## config.mk

```make
export PLATFORM = sky130hd
export DESIGN_NAME = ram_arbiter
export DESIGN_NICKNAME = d
export VERILOG_FILES = /design/src/rtl/ram_arbiter.sv
export SDC_FILE = /design/constraint.sdc
export NUM_CORES = 1
export LEC_CHECK = 0
export ABC_AREA = 1
export CAP_MARGIN = 20
export CORE_AREA = 3 3 119 121
export CTS_CLUSTER_DIAMETER = 200
export DETAILED_ROUTE_END_ITERATION = 16
export DIE_AREA = 0 0 122 124
export PLACE_DENSITY = 0.57
export SLEW_MARGIN = 20
export SYNTH_ARGS = -nofsm -noshare
export SYNTH_HDL_FRONTEND = slang
export SYNTH_SLANG_ARGS = --single-unit
```

## constraint.sdc

```tcl
create_clock -name clk -period 1.5 [get_ports clk]
set_clock_uncertainty 0.1 [all_clocks]
set_input_delay 0.225 -clock clk [delete_from_list [all_inputs] [get_ports clk]]
set_output_delay 0.225 -clock clk [all_outputs]
set_load 0.01 [all_outputs]
```

## src/rtl/ram_arbiter.sv

```systemverilog
// Purpose : shares one single-port synchronous program RAM between the core
//           fetch bus, the core data bus and the ioctl program-upload port.
// Latency : request seen in IDLE at cycle N is acked at N+1, next issue at N+2.
// Backpressure: requests are held until acked; upload writes always win and
//           stall core grants while ioctl_download is high.
//
// Ports:
//   clk, rstz                      clock, asynchronous active-low reset
//   inst_addr/req -> inst_ack/q    instruction fetch bus (read only)
//   data_addr/wdata/mask/wren/req  load/store bus
//     -> data_ack/q
//   ioctl_download/addr/dout/wr    program upload port (word writes)
//   mem_addr/wdata/be/we, mem_q    RAM side; mem_q is registered (1-cycle read)
module ram_arbiter #(
   parameter int ADDR_WIDTH = 15
) (
   input  logic                  clk,
   input  logic                  rstz,
   // instruction fetch bus
   input  logic [31:0]           inst_addr,
   input  logic                  inst_req,
   output logic                  inst_ack,
   output logic [31:0]           inst_q,
   // data bus
   input  logic [31:0]           data_addr,
   input  logic [31:0]           data_wdata,
   input  logic [3:0]            data_mask,
   input  logic                  data_wren,
   input  logic                  data_req,
   output logic                  data_ack,
   output logic [31:0]           data_q,
   // program upload
   input  logic                  ioctl_download,
   input  logic [16:0]           ioctl_addr,
   input  logic [31:0]           ioctl_dout,
   input  logic                  ioctl_wr,
   // RAM side
   output logic [ADDR_WIDTH-1:0] mem_addr,
   output logic [31:0]           mem_wdata,
   output logic [3:0]            mem_be,
   output logic                  mem_we,
   input  logic [31:0]           mem_q
);

   typedef enum logic {
      ST_IDLE = 1'b0,
      ST_ACK  = 1'b1
   } state_t;

   typedef enum logic {
      SRC_INST = 1'b0,
      SRC_DATA = 1'b1
   } src_t;

   state_t state_q, state_d;
   src_t   src_q,   src_d;    // source granted in the last issue cycle
   src_t   last_q,  last_d;   // round-robin pointer: last core source granted
   logic   oor_q,   oor_d;    // granted access was outside the RAM

   logic        grant_en;
   logic        req_any;
   logic        pick_data;
   logic        grant;
   logic        upload;
   logic [31:0] sel_addr;
   logic        sel_oor;
   logic [31:0] ioctl_addr_ext;
   logic        ack_active;

   // Zero-extended so the word slice below stays legal for any ADDR_WIDTH.
   assign ioctl_addr_ext = {15'b0, ioctl_addr};

   // Core grants only happen from IDLE, outside reset and outside an upload.
   // rstz is folded in combinationally so nothing is issued while reset is low.
   assign grant_en = rstz & ~ioctl_download & (state_q == ST_IDLE);
   assign req_any  = inst_req | data_req;

   // On a tie the source that did not win last time is chosen.
   assign pick_data = data_req & (~inst_req | (last_q == SRC_INST));
   assign grant     = grant_en & req_any;

   assign sel_addr = pick_data ? data_addr : inst_addr;
   assign sel_oor  = |sel_addr[31:ADDR_WIDTH+2];

   // Upload writes are honoured in any state, but never during reset.
   assign upload = rstz & ioctl_download & ioctl_wr;

   // ------------------------------------------------------------------
   // State register
   // ------------------------------------------------------------------
   always_ff @(posedge clk or negedge rstz) begin
      if (!rstz) begin
         state_q <= ST_IDLE;
         src_q   <= SRC_INST;
         last_q  <= SRC_DATA;   // INST wins the first tie after reset
         oor_q   <= 1'b0;
      end else begin
         state_q <= state_d;
         src_q   <= src_d;
         last_q  <= last_d;
         oor_q   <= oor_d;
      end
   end

   // ------------------------------------------------------------------
   // Next state
   // ------------------------------------------------------------------
   always_comb begin
      state_d = state_q;
      src_d   = src_q;
      last_d  = last_q;
      oor_d   = oor_q;
      case (state_q)
         ST_IDLE: begin
            if (grant) begin
               state_d = ST_ACK;
               src_d   = src_t'(pick_data);
               last_d  = src_t'(pick_data);
               oor_d   = sel_oor;
            end
         end
         ST_ACK: begin
            // A request still high here was already served; it is not
            // re-issued, the master drops it after seeing the ack.
            state_d = ST_IDLE;
         end
         default: begin
            state_d = ST_IDLE;
         end
      endcase
   end

   // ------------------------------------------------------------------
   // RAM side (combinational from state and inputs)
   // ------------------------------------------------------------------
   always_comb begin
      mem_addr  = sel_addr[ADDR_WIDTH+1:2];
      mem_wdata = data_wdata;
      mem_be    = 4'h0;
      mem_we    = 1'b0;
      // Stores outside the RAM are acked but never written.
      if (grant && pick_data && data_wren && !sel_oor) begin
         mem_we = 1'b1;
         mem_be = data_mask;
      end
      // Upload overrides everything; during ACK this is safe because mem_q
      // already holds the read launched in the preceding issue cycle.
      if (upload) begin
         mem_addr  = ioctl_addr_ext[ADDR_WIDTH+1:2];
         mem_wdata = ioctl_dout;
         mem_be    = 4'hF;
         mem_we    = 1'b1;
      end
   end

   // ------------------------------------------------------------------
   // Completion side (combinational from registered ACK state and mem_q)
   // ------------------------------------------------------------------
   assign ack_active = rstz & (state_q == ST_ACK);
   assign inst_ack   = ack_active & (src_q == SRC_INST);
   assign data_ack   = ack_active & (src_q == SRC_DATA);
   assign inst_q     = (inst_ack && !oor_q) ? mem_q : 32'h0;
   assign data_q     = (data_ack && !oor_q) ? mem_q : 32'h0;

   // Byte-offset bits and the constant upper upload bits carry no information.
   logic unused_ok;
   assign unused_ok = &{1'b0, inst_addr[1:0], data_addr[1:0],
                        ioctl_addr_ext[31:ADDR_WIDTH+2], ioctl_addr_ext[1:0]};

endmodule

```

==> flow_metrics.env <==
export IMPL_reg2regPathDepth=7
export IMPL_rrSetupSlack_ns=0.05
export IMPL_h_tree_depth=1
export IMPL_hold_viol=0
export IMPL_fillers=1246
export IMPL_syn_nets=459
export IMPL_max_freq_mhz=511
export IMPL_route_layer_met1_wl_mm=4.23
export IMPL_grt_max_degree=16
export IMPL_cts_sinks=4
export IMPL_drive_above_1_share_pct=50.5
export IMPL_cp_required_ns=1.17
export IMPL_mostFrequentLayoutCell="clkdlybuf4s50_1"
export IMPL_routedWlPerCell_microns=16.2
export IMPL_crit_family="buffers and inverters"
export IMPL_top_layer="met4"
export IMPL_setup_ws_ns=-0.455
export IMPL_critical_path_slowest_cell="dfrtp_1"
export IMPL_crit_arrival_ns=1.63
export IMPL_port_buffers=299
export IMPL_rows=42
export IMPL_dieArea_sq_um=15100
export IMPL_clkTransAtPathRegs_ns=0.03
export IMPL_path_depth=8
export IMPL_gp_congestion=0.755
export IMPL_crit_buf_inv=5
export IMPL_wl_met2_mm=7.63
export IMPL_io_pins=306
export IMPL_root_buffer="clkbuf_16"
export IMPL_yosys_area_top_type="nor2_1"
export IMPL_start_util_pct=11.1
export IMPL_ys_types=17
export IMPL_setup_viol=116
export IMPL_chipWidth_microns=122
export IMPL_hold_slack_ns=0.318
export IMPL_ys_seq_elements=4
export IMPL_power_leakage_nw=2.93
export IMPL_max_slew_margin_pct=79.7
export IMPL_min_period_ns=1.96
export IMPL_fin_crit_sh_pct=130
export IMPL_rsz0062_at_grt="yes"
export IMPL_grt_overflow=0
export IMPL_critPathCaptureType="output port"
export IMPL_max_cap_violations=0
export IMPL_layout_nets=827
export IMPL_numCtsBuffers=3
export IMPL_crit_path_start_kind="flip-flop"
export IMPL_outcome="finished, violations left"
export IMPL_violations="setup timing"
export IMPL_slowest_delay_ns=0.32
export IMPL_clk_latency_ns=0.23
export IMPL_antenna_cells=0
export IMPL_pwr_density_cell_nw_per_um2=337
export IMPL_place_hpwl_mm=9.55
export IMPL_hold_path_class="in2async"
export IMPL_route_met3_wl_mm=1.23
export IMPL_vias_per_cell=3.95
export IMPL_grt_pass1_wl_mm=17.5
export IMPL_grt_pass1_vias=3240
export IMPL_drc=0
export IMPL_drt_wl_total_mm=13.2
export IMPL_seq_area_frac_synth_pct=6.92
export IMPL_vdd_ir_drop_max_v=0.000261
export IMPL_core_sq_um=13200
export IMPL_post_route_util_pct=47.7
export IMPL_synthTopCellsByArea="nor2_1 25%, mux2_2 25%, nand2_1 13%"
export IMPL_finalMaxSlewViolations=0
export IMPL_vias=3218
export IMPL_syn_cell_area_sq_um=1470
export IMPL_ant_nets=0
export IMPL_synthCells=271
export IMPL_max_slew_worst_pin_slew_ns=0.304
export IMPL_path_cells="inv_2 -> buf_12 -> nor3_4 -> nand2_4 -> buf_12 -> buf_16 -> nor2_1 -> buf_2"
export IMPL_critPathMaxFanout=8
export IMPL_first_pass_iters=2
export IMPL_synth_top_area_share_pct=25.1
export IMPL_cts_max_path_buffers=2
export IMPL_grt_use_total_pct=14.9
export IMPL_synthToLayoutAreaGrowth_pct=329
export IMPL_drtIter0Drc=62
export IMPL_layout_common_cells="176 x clkdlybuf4s50_1, 118 x buf_6, 51 x nor2_4"
export IMPL_cts_tree="built"
export IMPL_critPathKind="reg2out"
export IMPL_yosysWarnings=0
export IMPL_die_h_microns=124
export IMPL_syn_mean_instance_area_sq_um=5.41
export IMPL_cp_common_cell="buf_12"
export IMPL_grt_antenna_before_repair=0
[synthesized netlist by cell type (all sizes together)]
cell and count:
nor2 99, nand2 52, inv 41, mux2 32, a31oi 15, buf 15
nand3 7, dfrtp 3, nor3 3, o21ai 2, dfstp 1, o211ai 1
[tightest hold or removal path, stage by stage]
cell and delay [ns]:
buf_8 0.07, dlygate4sd3_1 0.54, buf_4 0.13
[layer usage]
metal / global-route usage [%] / up-vias
met3: 4.09 / 4
met5: 0 / -
met1: 14.4 / 1463
met2: 31.7 / 172
met4: 1.89 / 0
li1: - / 1579
[worst paths after layout]
path                                    start                 end
max                         state_q$_DFF_PN0_           data_q[2]
min                                      rstz   state_q$_DFF_PN0_
max reg2reg                last_q$_DFFE_PN1P_   oor_q$_DFFE_PN0P_
min reg2reg                last_q$_DFFE_PN1P_  last_q$_DFFE_PN1P_
max in group asynchronous                rstz  last_q$_DFFE_PN1P_
min in group clk           last_q$_DFFE_PN1P_  last_q$_DFFE_PN1P_
[final cells by class]
cell class | count | area, sq um | area share [%]
multi-input cells | 212 | 1780 | 28.2
repair buffers | 377 | 3960 | 63.0
flip-flops and latches | 4 | 101 | 1.61
inverters | 41 | 154 | 2.45
well taps | 176 | 220 | 3.50
clock buffers | 4 | 78.8 | 1.25
[power breakdown]
group	total, W	switching (W)	internal [W]
registers	0.000144	0.0000147	0.000130
clock network	0.000445	0.0000923	0.000353
logic	0.00153	0.000569	0.000961
[kinds of logic (layout without fill, tap and decap cells)]
group,count (synthesis),in the layout,share of synthesized area [%]
muxes,32,32,24.6
DFF,4,4,6.92
buffers and inverters,56,422,17.3
AOI/OAI and AO/OA,18,18,7.60
and+or+nand+nor,161,162,43.6
[state kept, by name (all words and copies together) (netlist names)]
register,count
oor_q,1
last_q,1
state_q,1
src_q,1
[metrics by stage]
step	total power, W	setup slack [ns]	TNS, ns	cell area [sq um]	instances
after floorplan	0.000504	0.0181	0	1530	271
after global placement	0.00139	-0.897	-100.12	4920	756
after detailed placement	0.00140	-0.955	-101.35	4920	756
after CTS	0.00198	-0.428	-28.50	5490	808
after global routing	0.00222	-0.494	-38.16	6290	814
final	0.00212	-0.455	-32.29	6290	814
[timing repair]
action	CTS	global route
pin swaps	13	8
endpoints found under the setup margin	119	115
gates cloned	10	1
hold buffers	1	0
endpoints found under the hold margin	4	0
setup buffers	42	14
gates resized for setup	624	170
No activity file was read; power rests on OpenSTA's default activity.
